$ cat config.mk
export PLATFORM = sky130hd
export DESIGN_NAME = trigger_network_sync
export DESIGN_NICKNAME = d
export VERILOG_FILES = /design/src/rtl/trigger_network_sync_pkg.sv /design/src/rtl/trigger_network_sync_flag_reduce.sv /design/src/rtl/trigger_network_sync.sv
export SDC_FILE = /design/constraint.sdc
export NUM_CORES = 1
export LEC_CHECK = 0
export CORE_UTILIZATION = 45
export CTS_CLUSTER_DIAMETER = 30
export CTS_CLUSTER_SIZE = 25
export DETAILED_ROUTE_END_ITERATION = 8
export PLACE_DENSITY = 0.88
export SLEW_MARGIN = 20
export SYNTH_ARGS = -nofsm -noshare
export SYNTH_HDL_FRONTEND = slang
export SYNTH_SLANG_ARGS = --single-unit
$ cat constraint.sdc
create_clock -name ap_clk -period 2 [get_ports ap_clk]
set_clock_uncertainty 0.05 [all_clocks]
set_input_delay 0.3 -clock ap_clk [delete_from_list [all_inputs] [get_ports ap_clk]]
set_output_delay 0.3 -clock ap_clk [all_outputs]
set_load 0.005 [all_outputs]
$ cat src/rtl/trigger_network_sync_pkg.sv
// Shared types for the trigger network synchroniser.
// This file holds the network FSM state encoding.
package trigger_network_sync_pkg;

    typedef enum logic [1:0] {
        S_IDLE  = 2'd0,
        S_START = 2'd1,
        S_RUN   = 2'd2,
        S_DONE  = 2'd3
    } net_sync_state_e;

endpackage

$ cat src/rtl/trigger_network_sync_flag_reduce.sv
// Registered AND-reduce of one per-trigger flag vector.
// The flop has an asynchronous, active-high reset.
module trigger_flag_reduce #(
    parameter int N = 4
) (
    input  logic         clk,
    input  logic         rst,
    input  logic [N-1:0] flags,
    output logic         all_flag
);

    logic all_q;
    logic all_d;

    always_comb begin
        all_d = &flags;
    end

    always_ff @(posedge clk or posedge rst) begin
        if (rst) begin
            all_q <= 1'b0;
        end else begin
            all_q <= all_d;
        end
    end

    assign all_flag = all_q;

endmodule

$ cat src/rtl/trigger_network_sync.sv
// Network-level start/done handshake and consensus flags for a set of trigger FSMs.
// Each trigger is launched once per invocation; sync barriers are counted while running.
module trigger_network_sync
    import trigger_network_sync_pkg::*;
#(
    parameter int NUM_TRIGGERS = 4,
    parameter int ROUND_W      = 32
) (
    input  logic                    ap_clk,
    input  logic                    ap_rst,
    input  logic                    ap_start,
    output logic                    ap_done,
    output logic                    ap_idle,
    output logic                    ap_ready,
    input  logic [NUM_TRIGGERS-1:0] trig_sleep,
    input  logic [NUM_TRIGGERS-1:0] trig_sync_sleep,
    input  logic [NUM_TRIGGERS-1:0] trig_waited,
    input  logic [NUM_TRIGGERS-1:0] trig_idle,
    output logic [NUM_TRIGGERS-1:0] trig_start,
    output logic                    all_sleep,
    output logic                    all_sync_sleep,
    output logic                    all_waited,
    output logic [ROUND_W-1:0]      sync_rounds,
    output logic [1:0]              dbg_state
);

    net_sync_state_e         state_q, state_d;
    logic [NUM_TRIGGERS-1:0] launched_q, launched_d;
    logic [ROUND_W-1:0]      sync_rounds_q, sync_rounds_d;
    logic                    sync_prev_q, sync_prev_d;
    logic                    sync_edge;

    trigger_flag_reduce #(.N(NUM_TRIGGERS)) u_reduce_sleep (
        .clk(ap_clk), .rst(ap_rst), .flags(trig_sleep), .all_flag(all_sleep)
    );
    trigger_flag_reduce #(.N(NUM_TRIGGERS)) u_reduce_sync_sleep (
        .clk(ap_clk), .rst(ap_rst), .flags(trig_sync_sleep), .all_flag(all_sync_sleep)
    );
    trigger_flag_reduce #(.N(NUM_TRIGGERS)) u_reduce_waited (
        .clk(ap_clk), .rst(ap_rst), .flags(trig_waited), .all_flag(all_waited)
    );

    // Rising edge of the registered consensus marks one completed sync barrier.
    assign sync_edge   = all_sync_sleep & ~sync_prev_q;
    assign sync_prev_d = all_sync_sleep;

    always_comb begin
        state_d       = state_q;
        launched_d    = launched_q;
        sync_rounds_d = sync_rounds_q;
        trig_start    = '0;
        case (state_q)
            S_IDLE: begin
                if (ap_start) begin
                    state_d       = S_START;
                    launched_d    = '0;
                    sync_rounds_d = '0;
                end
            end
            S_START: begin
                // Once a trigger has left idle it stays launched, even if it finishes early.
                trig_start = ~launched_q;
                launched_d = launched_q | ~trig_idle;
                if (&launched_d) begin
                    state_d = S_RUN;
                end
            end
            S_RUN: begin
                if (sync_edge && (sync_rounds_q != {ROUND_W{1'b1}})) begin
                    sync_rounds_d = sync_rounds_q + ROUND_W'(1);
                end
                if (&trig_idle) begin
                    state_d = S_DONE;
                end
            end
            S_DONE: begin
                state_d = S_IDLE;
            end
            default: begin
                state_d = S_IDLE;
            end
        endcase
    end

    always_ff @(posedge ap_clk or posedge ap_rst) begin
        if (ap_rst) begin
            state_q       <= S_IDLE;
            launched_q    <= '0;
            sync_rounds_q <= '0;
            sync_prev_q   <= 1'b0;
        end else begin
            state_q       <= state_d;
            launched_q    <= launched_d;
            sync_rounds_q <= sync_rounds_d;
            sync_prev_q   <= sync_prev_d;
        end
    end

    assign ap_idle     = (state_q == S_IDLE);
    assign ap_done     = (state_q == S_DONE);
    assign ap_ready    = ap_done;
    assign sync_rounds = sync_rounds_q;
    assign dbg_state   = state_q;

endmodule

* Word level (Yosys, flattened, before mapping)
Index checks and enable logic that the tools add are counted.
** Storage, ports and cells
- Register bits :: 42
- Input bits :: 19
** Cells by class
- Add/sub/neg operators :: 1
- Equality and inequality tests :: 8
- Multiplexer cells :: 10
- Bitwise gates (word level) :: 5
- Reduce and logical (&&, ||, !) cells :: 12
** Operator list (number)
- two-way mux 32 bit :: 2
- one-hot mux 32 bit (2 select lines) :: 1
- adder 32 x 1 -> 32 bit, second input constant :: 1
- != test 32 bit, second input constant :: 1
- AND reduction 4 bit :: 5
- two-way mux 4 bit :: 2
- != test 2 bit, second input constant :: 4
- NOT 4 bit :: 2
- one-hot mux 2 bit (4 select lines) :: 1
- one-hot mux 4 bit (2 select lines) :: 1
- two-way mux 2 bit :: 3
- AND reduction 3 bit :: 2
- equality test 2 bit, second input constant :: 2
- OR 4 bit :: 1
- nonzero test 2 bit :: 2
- equality test 2 x 1 -> 1 bit, second input constant :: 1
- logical NOT 2 bit :: 1
- AND reduction 2 bit :: 1
- bitwise AND 1 bit :: 1
- logical AND 1 bit :: 1
- NOT 1 bit :: 1

* Depth between registers and ports, before layout
Gate-level depths: netlist (run 1).
- Depth in word-level cells :: 5
- Mapped depth :: 8
- Gate-level depth less buffers :: 7

* Hierarchy
A second synthesis (run 1) with hierarchy kept.
** Second synthesis, totals
- Cell total of the unflattened synthesis :: 281
- Area, all modules :: 2466.1 sq um
** Modules (own cells, without submodules)
- trigger_network_sync :: times used 1, cells an instance 272, area each 2353.5 sq um, seq. area each 975.9 sq um
- trigger_flag_reduce :: times used 3, cells an instance 3, area each 37.5 sq um, seq. area each 25.0 sq um

* Worst setup path after synthesis (run 1)
Ideal clock, no wire load.
- Path type :: register to register
- Start :: register sync_rounds_q[0], in the netlist sync_rounds[0]
- End :: register sync_rounds_q[30], in the netlist sync_rounds[30]
- Setup time :: 0.126 ns
- Data arrival time :: 1.829 ns
- Data required time :: 1.824 ns
- Setup slack :: -0.005 ns
- Stages on the path, launching flop included :: 8
- Buffers on the path :: 1
- Period minus slack after synthesis :: 2.005 ns
- Cell sequence :: dfrtp_1 > ha_1 > nand4_2 > nor4_2 > nand3_1 > and2_1 > clkbuf_1 > a221o_1
** On the way
- Word-level cells in the longest chain between the ends :: 4
** RTL lines
- from (decl) :: RTL line trigger_network_sync.sv:29 : logic [ROUND_W-1:0] sync_rounds_q, sync_rounds_d;
- from (signal assigned) :: RTL line trigger_network_sync.sv:94 : sync_rounds_q <= sync_rounds_d;
- branches (longest 4 deep; another with adder 32 x 1 -> 32 bit)
Several ways; the timed one is not identified. The select of a mux whose other input is x is not followed.
A chain may end at the register's enable or synchronous reset.

* Worst setup path after layout (run 1)
- Start :: register sync_rounds_q[28], in the netlist sync_rounds[28]
- End :: register sync_rounds_q[30], in the netlist sync_rounds[30]
The elaborated chain is that of the path after synthesis.

==> run metrics, run 1 <==
run status=finished clean; first-iteration detailed-routing DRC count=about 210; number of nets in the synthesized netlist=roughly 320; Net count, final=around 430; most used standard cells in the synthesized netlist=sky130_fd_sc_hd__dfrtp_1, sky130_fd_sc_hd__nor2_1, sky130_fd_sc_hd__a31oi_1; diode count=0; met3 routed wirelength=about 640 um; global-route usage over all layers=26.48%; Area growth, synth to finish=52.49%; total detailed-routing wirelength=between 7000 and 8000 um; kind of end point of the critical path=flop; CTS H-Tree Depth=2; clk sink count=42; Post-Route Setup TNS=0 ps; post-synthesis instance total=291; number of antenna violations at the first check in global routing=0; leakage component of the power=1.746 nW; hold_buf cts=0; later-pin clock latency in the skew report=between 300 and 400 ps; Worst Max-Slew Pin Slew=roughly 550 ps; synthesis warning total=0; portion of the clock cycle consumed by the worst path in the final layout=a little over nine tenths; biggest area consumer among synthesized cells=sky130_fd_sc_hd__dfrtp_1; startpoint-to-endpoint class of the critical path=reg2reg; area of the multi-input gates=roughly 0.0015 sq mm; fin. max-slew vios=0; routed length on met2=about 4000 um; die footprint=0.006066 sq mm; final worst-path setup slack=30.31 ps; via count of the first global-routing pass=about 2700; final setup violating endpoints=0; number of CTS-inserted buffers=5; top layer used by detailed routing=met4; Layout fillers=421; WL met1=2991 um; Longest Clk Path Bufs=2; worst hold slack after final layout=approximately 380 ps; final period demand of the worst path=just under 2000 ps; type of origin of the critical path=flop; headroom to the max-slew limit=between 60% and 70%; Fmax achieved=507.7 MHz; Async SR Flop Fraction=100.0%; stage delay of the slowest cell on the critical path=~450 ps; Avg WL per Cell=about 16 um; top_reg_cell synth=sky130_fd_sc_hd__dfrtp_1; residual DRC count=0; count of endpoints failing hold in the final timing report=0; core footprint=about 0.0055 sq mm; required time reported for the critical path endpoint=roughly 2200 ps; summed instance area of the synthesized netlist=~0.0026 sq mm; utilization after layout=approximately 70%; share of Yosys cell area claimed by the top area cell type=40.56%; via/cell ratio=6.031; hold crit path type=reg2reg; Buffers & Inverters on Critical Path=0; number of placed I/O pins=63; Avg Synthesized Cell Area=between 8 and 9 sq um; Critical Path Fanout Max=6; via count=about 2900; PwrDens=743.9 mW/mm^2; sequential element share of the synthesized area=around two fifths; share of final-layout standard cells stronger than drive strength 1=26.59%; root cell of the clock tree=sky130_fd_sc_hd__clkbuf_8; FF+latch count, synth=42; number of enable flip-flop cells after synthesis=0; TritonCTS clock tree=yes; Routed Antenna Nets=0; Cell variety after synth=just over 50; CP delay by family, top=simple AND/OR/NAND/NOR gates; Pre-antenna DRT Iters=6; port bufs=62; max-capacitance violation count=0; die extent in y=between 70 and 80 um; maximum number of pins on one net before global-route repair=43; Register Area=~0.0011 sq mm; std cell rows=27; overall overflow remaining after global route=0; data arrival at the endpoint of the critical path=~2100 ps; most used standard cell by instance count after synthesis=sky130_fd_sc_hd__dfrtp_1; leading cell types by total area after synthesis=sky130_fd_sc_hd__dfrtp_1, sky130_fd_sc_hd__a31oi_1, sky130_fd_sc_hd__nand3_1; clock transition at the registers of the reported paths=80 ps; maximum resistive drop on vdd=733.8 uV; GP Congestion=approximately 0.87; setup repair after global routing missed its margin=yes; wire length of the first global-routing pass=around 13000 um; Post-DP HPWL=between 5000 and 6000 um; Die Span X=just under 80 um; worst path cell trace=nand3_1, nor4_4, nand3_2, and2_2, a221o_1; slowest stage cell, crit path=sky130_fd_sc_hd__dfrtp_1; worst-case setup slack after placement=-84.61 ps; effective utilization at floorplan=between 40% and 50%
## report_power, final
part | switching, mW | internal, mW | total (mW)
combinational | 0.681 | 0.697 | 1.38
clock | 0.310 | 0.279 | 0.589
sequential | 0.0592 | 0.913 | 0.972
total | 1.05 | 1.89 | 2.94
## through the flow
stage | cell area, sq um | total power [mW] | cells
after floorplan | 2591 | 1.575 | 291
after global placement | 3659 | 2.187 | 465
after detailed placement | 3659 | 2.240 | 465
after CTS | 3782 | 2.860 | 474
after global routing | 3951 | 3.106 | 482
final | 3951 | 2.939 | 482
## final timing paths
kind / startpoint / endpoint / slack, ps / depth (start not counted)
min: u_reduce_sync_sleep.all_flag / sync_prev_q / 380 / 0
max reg2reg: sync_rounds[28] / sync_rounds[30] / 30 / 5
min reg2reg: u_reduce_sync_sleep.all_flag / sync_prev_q / 380 / 0
min in group asynchronous: ap_rst / dbg_state[1] / 400 / 3
max: sync_rounds[28] / sync_rounds[30] / 30 / 5
max in group asynchronous: ap_rst / sync_rounds[2] / 1100 / 3
## logic make-up (layout without fill, tap and decap cells)
kind of cell	after synthesis	count (layout)	share of synthesized area, %
compound gates	81	81	20.91
mux	2	2	0.8208
flops	42	42	40.56
buf+inv	26	145	4.731
fa+ha+maj	6	6	2.897
simple gates	134	134	30.08
## repair_timing
action,CTS,global route
setup buffers,1,7
pin swaps,1,6
cloned,0,1
gates resized for setup,6,30
endpoints found under the setup margin,15,35
hold endpoints to repair,0,0
## area by class of cell
type                       instances  area share, %
tap                               72          2.280
inverter                           9         0.8550
sequential                        42          26.66
clock inverter                     1         0.1267
timing repair buffer             128          29.01
multi-input combinational        223          38.89
clock buffer                       7          2.185
## metal layers
metal / up-vias / track usage [%]
li1: 1345 / -
met1: 1392 / 30.59
met2: 148 / 46.90
met3: 22 / 6.588
met4: 0 / 10.00
met5: - / 0
## state kept, by name (all words and copies together), names as in the netlist
register and flops:
u_reduce_sleep.all_flag 1, sync_prev_q 1, sync_rounds 32, u_reduce_sync_sleep.all_flag 1
launched_q 4, dbg_state 2, u_reduce_waited.all_flag 1
## layout by cell type (no fill, tap or decap), drive strengths merged, types with 2 or more instances in the layout
cell,instances
a21o,3
a21oi,7
a22o,2
a31o,2
a31oi,27
a41oi,2
and2,4
and3,4
and4,6
buf,66
clkbuf,7
clkdlybuf4s50,57
dfrtp,42
dlymetal6s2s,5
ha,6
inv,9
nand2,18
nand2b,7
nand3,25
nand3b,5
nand4,11
nor2,28
nor2b,9
nor3,5
nor4,9
o211ai,3
o21ai,15
o31a,2
o31ai,8
or4,2
No activity file was read; power rests on OpenSTA's default activity.
==> run 2: changes to the inputs <==
- ABC_CLOCK_PERIOD_IN_PS: default -> 2000
- CELL_PAD_IN_SITES_DETAIL_PLACEMENT: default -> 1
- CELL_PAD_IN_SITES_GLOBAL_PLACEMENT: default -> 1
- CORE_UTILIZATION: 45 -> 33
- PLACE_DENSITY: 0.88 -> 0.87
==> run metrics, run 2 (synthesis gave the netlist of run 1 again) <==
wire length of the first global-routing pass=15210 um (was 12540 um); residual DRC count=0 (unchanged); Post-Route Setup TNS=0 ps (unchanged); most common cell after layout, fill and taps aside=sky130_fd_sc_hd__clkdlybuf4s50_1 (was sky130_fd_sc_hd__buf_4); commonest cells after routing, fill and taps aside=sky130_fd_sc_hd__clkdlybuf4s50_1, sky130_fd_sc_hd__buf_4, sky130_fd_sc_hd__dfrtp_1, sky130_fd_sc_hd__nor2_1, sky130_fd_sc_hd__a31oi_1 (was sky130_fd_sc_hd__buf_4, sky130_fd_sc_hd__clkdlybuf4s50_1, sky130_fd_sc_hd__dfrtp_1, sky130_fd_sc_hd__a31oi_1, sky130_fd_sc_hd__nor2_1); via count=2909 (was 2907); core footprint=0.007408 sq mm (was 0.005540 sq mm); GP Congestion=0.8879 (was 0.8703); CTS H-Tree Depth=2 (unchanged); kind of end point of the critical path=flop (unchanged); via count of the first global-routing pass=3117 (was 2721); utilization after layout=54.79% (was 71.32%); Die Span X=90.61 um (was 77.89 um); Longest Clk Path Bufs=2 (unchanged); Pre-antenna DRT Iters=4 (was 6); hold_buf cts=0 (unchanged); worst path cell trace=ha_4, nand4_4, nor4_4, nand3_2, buf_4, a31oi_1, a31oi_4 (was nand3_1, nor4_4, nand3_2, and2_2, a221o_1); type of origin of the critical path=flop (unchanged); data arrival at the endpoint of the critical path=2120 ps (was 2110 ps); maximum number of pins on one net before global-route repair=43 (unchanged); Fmax achieved=502.1 MHz (was 507.7 MHz); stage delay of the slowest cell on the critical path=400 ps (was 450 ps); required time reported for the critical path endpoint=2130 ps (was 2150 ps); Final Total Pwr=3.145 mW (was 2.939 mW); hold crit path type=reg2reg (unchanged); std cell rows=31 (was 27); Post-DP HPWL=6761 um (was 5655 um); max reg flops=32 (unchanged); diode count=0 (unchanged); clock transition at the registers of the reported paths=80 ps (about the same); overall overflow remaining after global route=0 (unchanged); Routed Antenna Nets=0 (unchanged); startpoint-to-endpoint class of the critical path=reg2reg (unchanged); die extent in y=90.61 um (was 77.89 um); setup repair after global routing missed its margin=yes (unchanged); via/cell ratio=5.749 (was 6.031); leakage component of the power=1.722 nW (was 1.746 nW); Avg WL per Cell=19.29 um (was 16.24 um); final worst-path setup slack=8.261 ps (was 30.31 ps); max-capacitance violation count=0 (unchanged); TritonCTS clock tree=yes (unchanged); later-pin clock latency in the skew report=300 ps (was 310 ps); Critical Path Fanout Max=23 (was 6); post-route non-filler standard cell count=506 (was 482); maximum resistive drop on vdd=564.6 uV (was 733.8 uV); effective utilization at floorplan=34.98% (was 46.77%); standard cell area after detailed placement=0.003705 sq mm (was 0.003659 sq mm); share of final-layout standard cells stronger than drive strength 1=26.54% (was 26.59%); slowest stage cell, crit path=sky130_fd_sc_hd__dfrtp_1 (unchanged); Area growth, synth to finish=56.64% (was 52.49%); root cell of the clock tree=sky130_fd_sc_hd__clkbuf_8 (unchanged); Net count, final=431 (was 434); Placed Cells incl. Taps=492 (was 465); total detailed-routing wirelength=9763 um (was 7828 um); final period demand of the worst path=1992 ps (was 1970 ps); die footprint=0.008210 sq mm (was 0.006066 sq mm); fin. max-slew vios=0 (unchanged); run status=finished clean (unchanged); final std cell area, no fill=0.004059 sq mm (was 0.003951 sq mm); clk sink count=42 (unchanged); worst-case setup slack after placement=-174.7 ps (was -84.61 ps); first-iteration detailed-routing DRC count=95 (was 205); final setup violating endpoints=0 (unchanged); global-route usage over all layers=23.08% (was 26.48%); number of CTS-inserted buffers=5 (unchanged); worst hold slack after final layout=382.0 ps (was 378.3 ps); portion of the clock cycle consumed by the worst path in the final layout=99.59% (was 98.48%); count of endpoints failing hold in the final timing report=0 (unchanged); number of placed I/O pins=63 (unchanged); PwrDens=775.0 mW/mm^2 (was 743.9 mW/mm^2); headroom to the max-slew limit=61.47% (was 63.11%); Worst Max-Slew Pin Slew=578.0 ps (was 553.3 ps); number of antenna violations at the first check in global routing=0 (unchanged); port bufs=62 (unchanged)
==> run 2: final timing paths <==
path | end | cells past startpoint | startpoint | slack, ps
max in group asynchronous | sync_rounds[2] | 3 | ap_rst | 1070
min | sync_prev_q | 0 | u_reduce_sync_sleep.all_flag | 380
min in group asynchronous | u_reduce_waited.all_flag | 3 | ap_rst | 390
max | sync_rounds[13] | 7 | sync_rounds[1] | 8
max reg2reg | sync_rounds[13] | 7 | sync_rounds[1] | 8
min reg2reg | sync_prev_q | 0 | u_reduce_sync_sleep.all_flag | 380
==> run 2: report_power, final <==
group | internal (mW) | switching [mW]
logic | 0.788 | 0.794
clock network | 0.279 | 0.308
registers | 0.913 | 0.0626
total | 1.98 | 1.16
==> run 2: cell type report <==
| type | count | area, sq um |
|---|---|---|
| Fill cell | 831 | 3349 |
| Multi-Input combinational cell | 223 | 1610 |
| Timing Repair Buffer | 125 | 1145 |
| Sequential cell | 42 | 1055 |
| Tap cell | 99 | 123.9 |
| Clock buffer | 7 | 86.33 |
| Inverter | 9 | 33.78 |
| Clock inverter | 1 | 5.005 |
==> run 2: repair_timing <==
item,in CTS,in global routing
endpoints found under the setup margin,28,31
pin swaps,3,4
resized for setup,16,34
buffers inserted,3,2
gates cloned,0,1
==> run 2: layer usage <==
metal | up-vias | GRT usage, % | share of wire [%]
met5 | - | 0 | 0
met4 | 0 | 8.602 | 3.1
met3 | 29 | 3.956 | 4.1
met2 | 89 | 41.79 | 53
met1 | 1453 | 27.00 | 39
li1 | 1338 | - | -
==> run 2: worst max-delay path: cells and delay by family, from the launching register on <==
kind / cells / cell delay [ps]
AOI/OAI and AO/OA: 2 / 380
adders and majority gates: 1 / 170
DFF: 1 / 400
and+or+nand+nor: 3 / 610
buffers and inverters: 1 / 250
